### config.mk
export PLATFORM = sky130hd
export DESIGN_NAME = decode_stage
export DESIGN_NICKNAME = d
export VERILOG_FILES = /design/src/rtl/decode_stage.sv
export SDC_FILE = /design/constraint.sdc
export NUM_CORES = 1
export LEC_CHECK = 0
export CORE_MARGIN = 2
export CORE_UTILIZATION = 50
export CTS_CLUSTER_DIAMETER = 40
export DETAILED_ROUTE_END_ITERATION = 8
export PLACE_DENSITY = 0.78
export REMOVE_ABC_BUFFERS = 1
export SYNTH_ARGS = -nofsm -noshare
export SYNTH_HDL_FRONTEND = slang
export SYNTH_SLANG_ARGS = --single-unit
### constraint.sdc
create_clock -name clk -period 2.6 [get_ports clk]
set_clock_uncertainty 0.15 [all_clocks]
set_input_delay 0.52 -clock clk [delete_from_list [all_inputs] [get_ports clk]]
set_output_delay 0.52 -clock clk [all_outputs]
set_load 0.02 [all_outputs]
### src/rtl/decode_stage.sv
`default_nettype none
// ============================================================================
//  Module      : decode_stage
//  Description : Registered RV32I(+M) decode stage between fetch and execute.
//                Accepts {pc_in, instr} on a valid/ready handshake, decodes
//                opcode, register fields, immediate and control, and presents
//                the result one cycle later. A two-entry buffer (output
//                register + skid register) keeps one transfer per cycle going
//                under back-pressure while in_ready stays a pure register.
//
//  Ports
//    clk, rst_n            clock (rising edge), async active-low reset
//    flush                 drop every held entry; same-cycle input discarded
//    in_valid / in_ready   upstream handshake
//    pc_in, instr          instruction address and raw 32-bit word
//    out_valid / out_ready downstream handshake
//    pc_out .. exc_cause   decoded fields of the presented entry
//
//  Revision    : 1.0 - initial release
// ============================================================================
module decode_stage #(
    parameter int PC_W      = 32,
    parameter int ENABLE_M  = 1,
    parameter int FENCE_NOP = 0
) (
    input  logic            clk,
    input  logic            rst_n,
    input  logic            flush,
    input  logic            in_valid,
    output logic            in_ready,
    input  logic [PC_W-1:0] pc_in,
    input  logic [31:0]     instr,
    output logic            out_valid,
    input  logic            out_ready,
    output logic [PC_W-1:0] pc_out,
    output logic [6:0]      opcode,
    output logic [2:0]      funct3,
    output logic [6:0]      funct7,
    output logic [4:0]      rd,
    output logic [4:0]      rs1,
    output logic [4:0]      rs2,
    output logic [31:0]     imm,
    output logic            reg_write_enable,
    output logic            mem_write_enable,
    output logic            mem_read_enable,
    output logic [1:0]      dst_data_source,
    output logic            alu_src_imm,
    output logic            is_muldiv,
    output logic            exception,
    output logic [3:0]      exc_cause
);

    // ------------------------------------------------------------------
    // Constants
    // ------------------------------------------------------------------
    localparam logic [6:0] c_OPC_LUI    = 7'b0110111;
    localparam logic [6:0] c_OPC_AUIPC  = 7'b0010111;
    localparam logic [6:0] c_OPC_JAL    = 7'b1101111;
    localparam logic [6:0] c_OPC_JALR   = 7'b1100111;
    localparam logic [6:0] c_OPC_BRANCH = 7'b1100011;
    localparam logic [6:0] c_OPC_LOAD   = 7'b0000011;
    localparam logic [6:0] c_OPC_STORE  = 7'b0100011;
    localparam logic [6:0] c_OPC_OPIMM  = 7'b0010011;
    localparam logic [6:0] c_OPC_OP     = 7'b0110011;
    localparam logic [6:0] c_OPC_FENCE  = 7'b0001111;

    localparam logic [1:0] c_SRC_MEM  = 2'd0;
    localparam logic [1:0] c_SRC_FLOW = 2'd1;
    localparam logic [1:0] c_SRC_ALU  = 2'd2;
    localparam logic [1:0] c_SRC_NONE = 2'd3;

    localparam logic [3:0] c_CAUSE_ILLEGAL = 4'd2;

    // One complete decoded entry, as held in the output and skid registers.
    typedef struct packed {
        logic [PC_W-1:0] pc;
        logic [6:0]      opcode;
        logic [2:0]      funct3;
        logic [6:0]      funct7;
        logic [4:0]      rd;
        logic [4:0]      rs1;
        logic [4:0]      rs2;
        logic [31:0]     imm;
        logic            reg_write_enable;
        logic            mem_write_enable;
        logic            mem_read_enable;
        logic [1:0]      dst_data_source;
        logic            alu_src_imm;
        logic            is_muldiv;
        logic            exception;
        logic [3:0]      exc_cause;
    } dec_t;

    typedef enum logic [1:0] {
        ST_EMPTY = 2'd0,   // nothing presented
        ST_ONE   = 2'd1,   // output register valid
        ST_TWO   = 2'd2    // output register and skid register valid
    } state_t;

    // ------------------------------------------------------------------
    // Signals
    // ------------------------------------------------------------------
    state_t      r_state;
    state_t      w_state_nxt;
    logic        r_out_valid;
    logic        r_in_ready;
    dec_t        r_out;
    dec_t        r_skid;
    dec_t        w_dec;

    logic        w_accept;
    logic        w_pop;
    logic        w_load_out_in;
    logic        w_load_out_skid;
    logic        w_load_skid;
    logic        w_illegal;

    logic [6:0]  w_opc;
    logic [2:0]  w_f3;
    logic [6:0]  w_f7;
    logic [31:0] w_imm_i;
    logic [31:0] w_imm_s;
    logic [31:0] w_imm_b;
    logic [31:0] w_imm_u;
    logic [31:0] w_imm_j;

    assign w_opc = instr[6:0];
    assign w_f3  = instr[14:12];
    assign w_f7  = instr[31:25];

    assign w_imm_i = {{20{instr[31]}}, instr[31:20]};
    assign w_imm_s = {{20{instr[31]}}, instr[31:25], instr[11:7]};
    assign w_imm_b = {{19{instr[31]}}, instr[31], instr[7], instr[30:25], instr[11:8], 1'b0};
    assign w_imm_u = {instr[31:12], 12'b0};
    assign w_imm_j = {{11{instr[31]}}, instr[31], instr[19:12], instr[20], instr[30:21], 1'b0};

    // ------------------------------------------------------------------
    // Combinational decode of the incoming word
    // ------------------------------------------------------------------
    always_comb begin
        w_dec           = '0;
        w_illegal       = 1'b0;
        w_dec.pc        = pc_in;
        w_dec.opcode    = w_opc;
        w_dec.funct3    = w_f3;
        w_dec.funct7    = w_f7;
        w_dec.rd        = instr[11:7];
        w_dec.rs1       = instr[19:15];
        w_dec.rs2       = instr[24:20];
        w_dec.dst_data_source = c_SRC_NONE;

        case (w_opc)
            c_OPC_LUI, c_OPC_AUIPC: begin
                w_dec.imm              = w_imm_u;
                w_dec.dst_data_source  = c_SRC_FLOW;
                w_dec.reg_write_enable = 1'b1;
            end
            c_OPC_JAL: begin
                w_dec.imm              = w_imm_j;
                w_dec.dst_data_source  = c_SRC_FLOW;
                w_dec.reg_write_enable = 1'b1;
            end
            c_OPC_JALR: begin
                w_dec.imm              = w_imm_i;
                w_dec.dst_data_source  = c_SRC_FLOW;
                w_dec.reg_write_enable = 1'b1;
                if (w_f3 != 3'd0) w_illegal = 1'b1;
            end
            c_OPC_BRANCH: begin
                w_dec.imm             = w_imm_b;
                w_dec.dst_data_source = c_SRC_FLOW;
                if (w_f3 == 3'd2 || w_f3 == 3'd3) w_illegal = 1'b1;
            end
            c_OPC_LOAD: begin
                w_dec.imm              = w_imm_i;
                w_dec.dst_data_source  = c_SRC_MEM;
                w_dec.mem_read_enable  = 1'b1;
                w_dec.reg_write_enable = 1'b1;
                w_dec.alu_src_imm      = 1'b1;
                if (w_f3 == 3'd3 || w_f3 == 3'd6 || w_f3 == 3'd7) w_illegal = 1'b1;
            end
            c_OPC_STORE: begin
                w_dec.imm              = w_imm_s;
                w_dec.dst_data_source  = c_SRC_NONE;
                w_dec.mem_write_enable = 1'b1;
                w_dec.alu_src_imm      = 1'b1;
                if (w_f3 > 3'd2) w_illegal = 1'b1;
            end
            c_OPC_OPIMM: begin
                w_dec.imm              = w_imm_i;
                w_dec.dst_data_source  = c_SRC_ALU;
                w_dec.reg_write_enable = 1'b1;
                w_dec.alu_src_imm      = 1'b1;
                // Shift-immediates reuse imm[11:5] as funct7; only the
                // encodings for SLLI, SRLI and SRAI are defined.
                case (w_f3)
                    3'd1:    if (w_f7 != 7'h00) w_illegal = 1'b1;
                    3'd5:    if (w_f7 != 7'h00 && w_f7 != 7'h20) w_illegal = 1'b1;
                    default: ;
                endcase
            end
            c_OPC_OP: begin
                w_dec.dst_data_source  = c_SRC_ALU;
                w_dec.reg_write_enable = 1'b1;
                if (w_f7 == 7'h00) begin
                    w_illegal = 1'b0;
                end else if (w_f7 == 7'h20) begin
                    // 0x20 only selects SUB and SRA.
                    if (w_f3 != 3'd0 && w_f3 != 3'd5) w_illegal = 1'b1;
                end else if (w_f7 == 7'h01) begin
                    if (ENABLE_M != 0) w_dec.is_muldiv = 1'b1;
                    else               w_illegal       = 1'b1;
                end else begin
                    w_illegal = 1'b1;
                end
            end
            c_OPC_FENCE: begin
                // Retired as a NOP when allowed: no write, no memory access.
                if (FENCE_NOP == 0) w_illegal = 1'b1;
            end
            default: w_illegal = 1'b1;
        endcase

        if (instr[1:0] != 2'b11) w_illegal = 1'b1;

        if (w_illegal) begin
            w_dec.imm              = 32'd0;
            w_dec.reg_write_enable = 1'b0;
            w_dec.mem_write_enable = 1'b0;
            w_dec.mem_read_enable  = 1'b0;
            w_dec.dst_data_source  = c_SRC_NONE;
            w_dec.alu_src_imm      = 1'b0;
            w_dec.is_muldiv        = 1'b0;
            w_dec.exception        = 1'b1;
            w_dec.exc_cause        = c_CAUSE_ILLEGAL;
        end else if (instr[11:7] == 5'd0) begin
            // x0 is hard-wired; never request a write to it.
            w_dec.reg_write_enable = 1'b0;
        end
    end

    // ------------------------------------------------------------------
    // Buffer control FSM
    // ------------------------------------------------------------------
    assign w_accept = in_valid & r_in_ready;
    assign w_pop    = r_out_valid & out_ready;

    always_ff @(posedge clk or negedge rst_n) begin
        if (!rst_n) begin
            r_state     <= ST_EMPTY;
            r_out_valid <= 1'b0;
            r_in_ready  <= 1'b1;
        end else begin
            r_state     <= w_state_nxt;
            // Both handshake outputs are registered copies of the next state,
            // so neither depends combinationally on out_ready or in_valid.
            r_out_valid <= (w_state_nxt != ST_EMPTY);
            r_in_ready  <= (w_state_nxt != ST_TWO);
        end
    end

    always_comb begin
        w_state_nxt     = r_state;
        w_load_out_in   = 1'b0;
        w_load_out_skid = 1'b0;
        w_load_skid     = 1'b0;

        case (r_state)
            ST_EMPTY: begin
                if (w_accept) begin
                    w_state_nxt   = ST_ONE;
                    w_load_out_in = 1'b1;
                end
            end
            ST_ONE: begin
                if (w_accept && w_pop) begin
                    w_load_out_in = 1'b1;
                end else if (w_accept) begin
                    // Output is stalled; park the new entry behind it.
                    w_state_nxt = ST_TWO;
                    w_load_skid = 1'b1;
                end else if (w_pop) begin
                    w_state_nxt = ST_EMPTY;
                end
            end
            ST_TWO: begin
                if (w_pop) begin
                    w_state_nxt     = ST_ONE;
                    w_load_out_skid = 1'b1;
                end
            end
            default: w_state_nxt = ST_EMPTY;
        endcase

        // Flush overrides everything, including a same-cycle accept.
        if (flush) begin
            w_state_nxt     = ST_EMPTY;
            w_load_out_in   = 1'b0;
            w_load_out_skid = 1'b0;
            w_load_skid     = 1'b0;
        end
    end

    // ------------------------------------------------------------------
    // Entry storage
    // ------------------------------------------------------------------
    always_ff @(posedge clk or negedge rst_n) begin
        if (!rst_n) begin
            r_out  <= '0;
            r_skid <= '0;
        end else begin
            if (w_load_out_in)        r_out <= w_dec;
            else if (w_load_out_skid) r_out <= r_skid;
            if (w_load_skid)          r_skid <= w_dec;
        end
    end

    // ------------------------------------------------------------------
    // Outputs
    // ------------------------------------------------------------------
    assign in_ready         = r_in_ready;
    assign out_valid        = r_out_valid;
    assign pc_out           = r_out.pc;
    assign opcode           = r_out.opcode;
    assign funct3           = r_out.funct3;
    assign funct7           = r_out.funct7;
    assign rd               = r_out.rd;
    assign rs1              = r_out.rs1;
    assign rs2              = r_out.rs2;
    assign imm              = r_out.imm;
    assign reg_write_enable = r_out.reg_write_enable;
    assign mem_write_enable = r_out.mem_write_enable;
    assign mem_read_enable  = r_out.mem_read_enable;
    assign dst_data_source  = r_out.dst_data_source;
    assign alu_src_imm      = r_out.alu_src_imm;
    assign is_muldiv        = r_out.is_muldiv;
    assign exception        = r_out.exception;
    assign exc_cause        = r_out.exc_cause;

endmodule
`default_nettype wire

==> results of run 1 <==
## per-layer routing
metal | wire, µm | vias up | share of wire, % | track usage [%]
met1 | 10570 | 3805 | 43 | 36.20
met4 | 290 | 0 | 1.2 | 6.122
met2 | 11970 | 313 | 49 | 41.90
met5 | 0 | - | 0 | 0
li1 | - | 3673 | - | -
met3 | 1780 | 33 | 7.2 | 4.503
## cells by family after synthesis
kind of cell,after synthesis,synth area share [%]
AND/OR/NAND/NOR,423,18.95
flip-flops,212,59.01
XOR/XNOR,2,0.1948
other,1,0.04170
multiplexers,3,0.3479
AO/OA/AOI/OAI,236,17.38
buffers and inverters,77,4.077
## layout by cell type (no fill, tap or decap), types with 4 or more instances in the layout
master and count:
o31ai_1 4, o21ai_1 16, nor3_1 7, clkinvlp_4 6
nor2_1 9, o21ai_2 7, buf_4 57, clkdlybuf4s50_1 174
clkinv_2 4, inv_6 5, nand2_1 373, nand2b_1 5
and2_1 4, a22oi_1 107, clkbuf_16 31, o21ai_0 53
a21oi_1 28, buf_12 14, dfrtp_1 211, bufinv_16 4
## state kept, by name (all words and copies together) (netlist names), 3 cells and up
name	flops
pc_out	32
opcode	7
r_skid	104
imm	32
funct7	7
funct3	3
rs1	5
rd	5
rs2	5
## critical path: cells and delay by family
family | cells | cell delay (ps)
compound gates | 3 | 500
buf+inv | 3 | 860
simple gates | 2 | 780
## path summary, 6_finish.rpt
check                                       start                      to  slack [ps]
max in group asynchronous                   rst_n      in_ready$_DFF_PN1_        1180
setup reg to reg               in_ready$_DFF_PN1_     imm[27]$_DFFE_PN0P_         480
setup / recovery                         instr[5]  r_skid[25]$_DFFE_PN0P_         170
hold reg to reg            pc_out[27]$_DFFE_PN0P_  pc_out[27]$_DFFE_PN0P_         320
min in group asynchronous                   rst_n  r_skid[85]$_DFFE_PN0P_         380
hold / removal             pc_out[27]$_DFFE_PN0P_  pc_out[27]$_DFFE_PN0P_         320
## stage by stage
stage | area, µm² | setup TNS [ps] | total power [W]
final | 12500 | 0 | 0.01145
after global routing | 12500 | 0 | 0.01203
after CTS | 12500 | 0 | 0.01154
after detailed placement | 11440 | -17650 | 0.007298
after global placement | 11440 | -14650 | 0.007180
after floorplan | 8645 | -627780 | 0.005916
## synth_stat cells, drive strengths merged, types with 3 or more instances
cell type    n
o32a         3
nand2      374
nand2b       5
o31ai        4
o21ai       77
a21oi       28
nand4b       3
a22oi      107
and3         3
nor3         7
inv          3
nor2        11
and2         6
clkbuf      48
dfrtp      211
buf         26
nor4         3
## power by group
part	switching (W)	internal [W]
sequential	0.000471	0.00418
combinational	0.00141	0.00119
clock	0.00156	0.00263
## layout make-up
class                      instances  area share (%)
clock buffer                      33           6.344
clock inverter                    22           2.081
inverter                           3         0.09005
multi-input combinational        667           26.97
sequential                       212           42.44
tap                              229           2.291
timing repair buffer             247           19.79
==> out/metrics.csv, run 1 <==
stage,metric,value,unit
timing,"Slew Viols, Final",0,
routing,vias per std cell,5.537,
routing,initial drt markers,651,
routing,WL final,24610,µm
worst_hold_path,HP Class,register to register,
pwr,maximum vdd drop,0.6216,mV
flow_run,max-cap viol count,0,
routing,DR vias,7824,
synthesis,asr flop ratio synth,100.0,%
placed_design,pre-CTS WS,-366.5,ps
synthesis,most common flop cell mapped by yosys,dfrtp_1,
layout,area of the multi-input gates,3372,µm²
placed_design,PortBufs,175,
routing,Routed Antenna Nets,0,
synthesis,Synth cell types,56,
floorplan,Die Wd,138.1,µm
timing,setup violators final,0,
synthesis,"flops & latches, synth",212,
timing,"Hold Violations, Final",0,
floorplan,IO Pins,179,
timing,hold_ws,321.4,ps
routing,DRC violations left,0,
layout,Final #Nets,1231,
worst_setup_path,"slowest stage cell, crit path",or4_4,
cts,setup repair bufs after CTS,0,
grt,pin count of the biggest net entering global routing,63,
synthesis,Post-Syn Instances,954,
grt,GRT Residual Overflow,0,
worst_setup_path,CP max FO,12,
placed_design,Placed Instances,1357,
cts,post-CTS resize count,0,
grt,first-pass GRT wire length,40630,µm
timing,Fmax achieved,0.4121,GHz
cts,number of buffers created by CTS,31,
synthesis,syn_area_per_cell,9.426,µm²
pwr,PD cells,915.3,nW/µm²
worst_setup_path,cell count of the worst reg-to-reg path,7,
layout,share of cells above drive strength 1,12.42,%
routing,Wirelength per Cell,17.42,µm
floorplan,cell row count,49,
synthesis,largest area contributor in the netlist,dfrtp_1,
worst_setup_path,most frequent CP cell,buf_4,
worst_setup_path,Critical Path RT,2850,ps
cts,CTS tree,built,
timing,PnR worst setup slack,173.1,ps
timing,min Tclk post-route,2427,ps
layout,area delta synth->final,39.06,%
worst_setup_path,startpoint types,input port,
timing,Slew headroom,65.66,%
grt,Tot GR Track Use,25.64,%
placed_design,Placer Congestion,0.8507,
cts,clk root buf,clkbuf_16,
floorplan,die area,19070,µm²
synthesis,"Seq/Total Area, Yosys",59.01,%
synthesis,post-synth top area share,58.72,%
placed_design,HPWL Detailed,16350,µm
cts,CTS Hold Bufs,1,
synthesis,Synth area leaders,"dfrtp_1, nand2_1, a22oi_1",
worst_setup_path,Crit Path Class,input port to register,
synthesis,Ys Warns,0,
grt,initial antenna violation count,0,
pwr,Pleak,5.769,nW
run_status,status,"finished, final reports clean",
floorplan,core area,17780,µm²
worst_setup_path,max incr delay on CP,550,ps
synthesis,Netlist Area Pre-Place,8992,µm²
timing,Slew @ Worst Pin,515.1,ps
cts,worst skew pair latency,530,ps
routing,Pre-antenna DRT Iters,5,
synthesis,number of flops mapped to enable cells by yosys,0,
layout,post-layout util,70.33,%
layout,Fill cells,1312,
layout,Non-Filler Instances,1413,
worst_hold_path,hold path depth,2,
layout,register area,5306,µm²
cts,CTS max path bufs,3,
floorplan,Die H,138.1,µm
layout,n_diodes,0,
floorplan,Initial Utilization,50.58,%
worst_setup_path,crit path DAT,2680,ps
grt,vias in the first global route,7896,
timing,Final Cycle Share,93.34,%
cts,CTS HTree Levels,1,
worst_setup_path,worst path cell trace,clkdlybuf4s50_1 -> or4_4 -> nor4_2 -> a31oi_1 -> buf_4 -> o211ai_4 -> buf_4 -> o21ai_0,
cts,"Reg clk slew, reported paths",60,ps
cts,clk sink count,212,
worst_setup_path,Worst Setup End Kind,register,
timing,RSZ-0062 raised after global routing,no,
Power figures use the tool's default switching activity.
==> run 2, diff against run 1 <==
- RECOVER_POWER: not set -> 25
==> out/metrics.csv, run 2 (synthesized netlist as in run 1, its figures left out) <==
stage,metric,value,unit
layout,"commonest non-fill, non-tap cell in the layout",nand2_1,
worst_setup_path,Worst Setup End Kind,register,
run_status,status,"complete, but fails checks",
pwr,total power,0.01145,W
routing,DR vias,7812,
grt,met3 usage,4.503,%
grt,vias in the first global route,7896,
layout,share of cells above drive strength 1,12.33,%
layout,most frequent cells in the layout,"nand2_1, dfrtp_1, clkdlybuf4s50_1",
cts,CTS max path bufs,3,
timing,Fmax achieved,0.4094,GHz
placed_design,PortBufs,175,
placed_design,Placer Congestion,0.8507,
flow_run,max-cap viol count,1,
floorplan,IO Pins,179,
worst_setup_path,CP max FO,12,
pwr,Pleak,5.762,nW
routing,Routed Antenna Nets,0,
routing,initial drt markers,642,
layout,max reg flops,104,
worst_setup_path,"slowest stage cell, crit path",or4_4,
run_status,violated checks,"capacitance limit, slew limit",
layout,area delta synth->final,38.90,%
layout,Top reg by flops,r_skid,
cts,number of buffers created by CTS,31,
timing,"Hold Violations, Final",0,
floorplan,Initial Utilization,50.58,%
worst_setup_path,Critical Path RT,2850,ps
floorplan,die area,19070,µm²
worst_setup_path,crit path DAT,2690,ps
timing,RSZ-0062 raised after global routing,no,
timing,"Slew Viols, Final",61,
grt,pin count of the biggest net entering global routing,63,
floorplan,Die Wd,138.1,µm
layout,Final #Nets,1231,
worst_setup_path,startpoint types,input port,
grt,M2 GR Usage,41.90,%
grt,GRT Residual Overflow,0,
worst_setup_path,WP buf/inv,3,
routing,Pre-antenna DRT Iters,5,
cts,"Reg clk slew, reported paths",60,ps
routing,DRC violations left,0,
grt,GR Util met1,36.20,%
worst_setup_path,max incr delay on CP,560,ps
worst_setup_path,"delay-heaviest family, CP",buffers and inverters,
worst_hold_path,HP Class,register to register,
worst_setup_path,most frequent CP cell,buf_4,
timing,min Tclk post-route,2442,ps
cts,setup repair bufs after CTS,0,
timing,hold_ws,321.5,ps
grt,first-pass GRT wire length,40630,µm
timing,Slew headroom,-12.16,%
floorplan,Die H,138.1,µm
cts,CTS HTree Levels,1,
routing,Wirelength per Cell,17.41,µm
pwr,maximum vdd drop,0.6220,mV
pwr,PD cells,916.7,nW/µm²
timing,TNS Setup,0,ps
cts,clk sink count,212,
grt,Tot GR Track Use,25.64,%
floorplan,core area,17780,µm²
placed_design,HPWL Detailed,16350,µm
timing,Slew @ Worst Pin,1682,ps
routing,vias per std cell,5.529,
worst_setup_path,Crit Path Class,input port to register,
grt,Top Usage Layer GRT,met2,
cts,CTS tree,built,
grt,initial antenna violation count,0,
cts,worst skew pair latency,530,ps
timing,setup violators final,0,
cts,clk root buf,clkbuf_16,
routing,WL final,24600,µm
floorplan,cell row count,49,
worst_setup_path,worst path cell trace,clkdlybuf4s50_1 -> or4_4 -> nor4_2 -> a31oi_1 -> buf_4 -> o211ai_4 -> buf_4 -> o21ai_0,
layout,n_diodes,0,
timing,Final Cycle Share,93.94,%
[run 2: cell type report]
cell class / count / area [µm²]
fillers: 1313 / 5289
well taps: 229 / 286.5
clock inverters: 22 / 260.3
flip-flops and latches: 212 / 5306
multi-input cells: 667 / 3372
clock buffers: 33 / 793.3
repair buffers: 247 / 2461
inverters: 3 / 11.26
[run 2: final timing paths]
kind	cells after the start	slack [ps]	end	startpoint
setup / recovery	8	160	r_skid[25]$_DFFE_PN0P_	instr[5]
hold / removal	2	320	pc_out[27]$_DFFE_PN0P_	pc_out[27]$_DFFE_PN0P_
setup reg to reg	7	380	exc_cause[1]$_DFFE_PN0P_	in_ready$_DFF_PN1_
hold reg to reg	2	320	pc_out[27]$_DFFE_PN0P_	pc_out[27]$_DFFE_PN0P_
max in group asynchronous	3	340	r_skid[96]$_DFFE_PN0P_	rst_n
min in group asynchronous	2	810	r_skid[85]$_DFFE_PN0P_	rst_n
[run 2: where the power goes]
part           switching (W)  internal (W)  total, W
logic                0.00141       0.00119   0.00260
registers           0.000470       0.00418   0.00465
clock network        0.00156       0.00263   0.00420
total                0.00345       0.00800    0.0114
[run 2: worst register-to-register path, delay by kind of cell, from the launching register on]
| family | cells | cell delay (ps) |
|---|---|---|
| simple gates | 4 | 720 |
| buf+inv | 2 | 560 |
| flops | 1 | 530 |
| compound gates | 1 | 190 |
[run 2: routing by layer]
metal / vias to the layer above / wire length (µm)
li1: 3671 / -
met1: 3794 / 10790
met2: 316 / 11900
met3: 31 / 1631
met4: 0 / 276
met5: - / 0
[run 2: metrics by stage]
stage                     util [%]  instances  setup slack, ps  instance area (µm²)
after floorplan                  -        882            -5883                 8645
after global placement       64.35       1357           -303.8                11440
after detailed placement     64.35       1357           -366.5                11440
after CTS                    70.33       1413            196.2                12500
after global routing         70.25       1413            26.39                12490
final                        70.25       1413            157.6                12490
[run 2: what timing repair did]
action                    4_1_cts  5_1_grt
gates resized for setup         0        0
hold endpoints to repair       58        0
hold buffers                    1        0
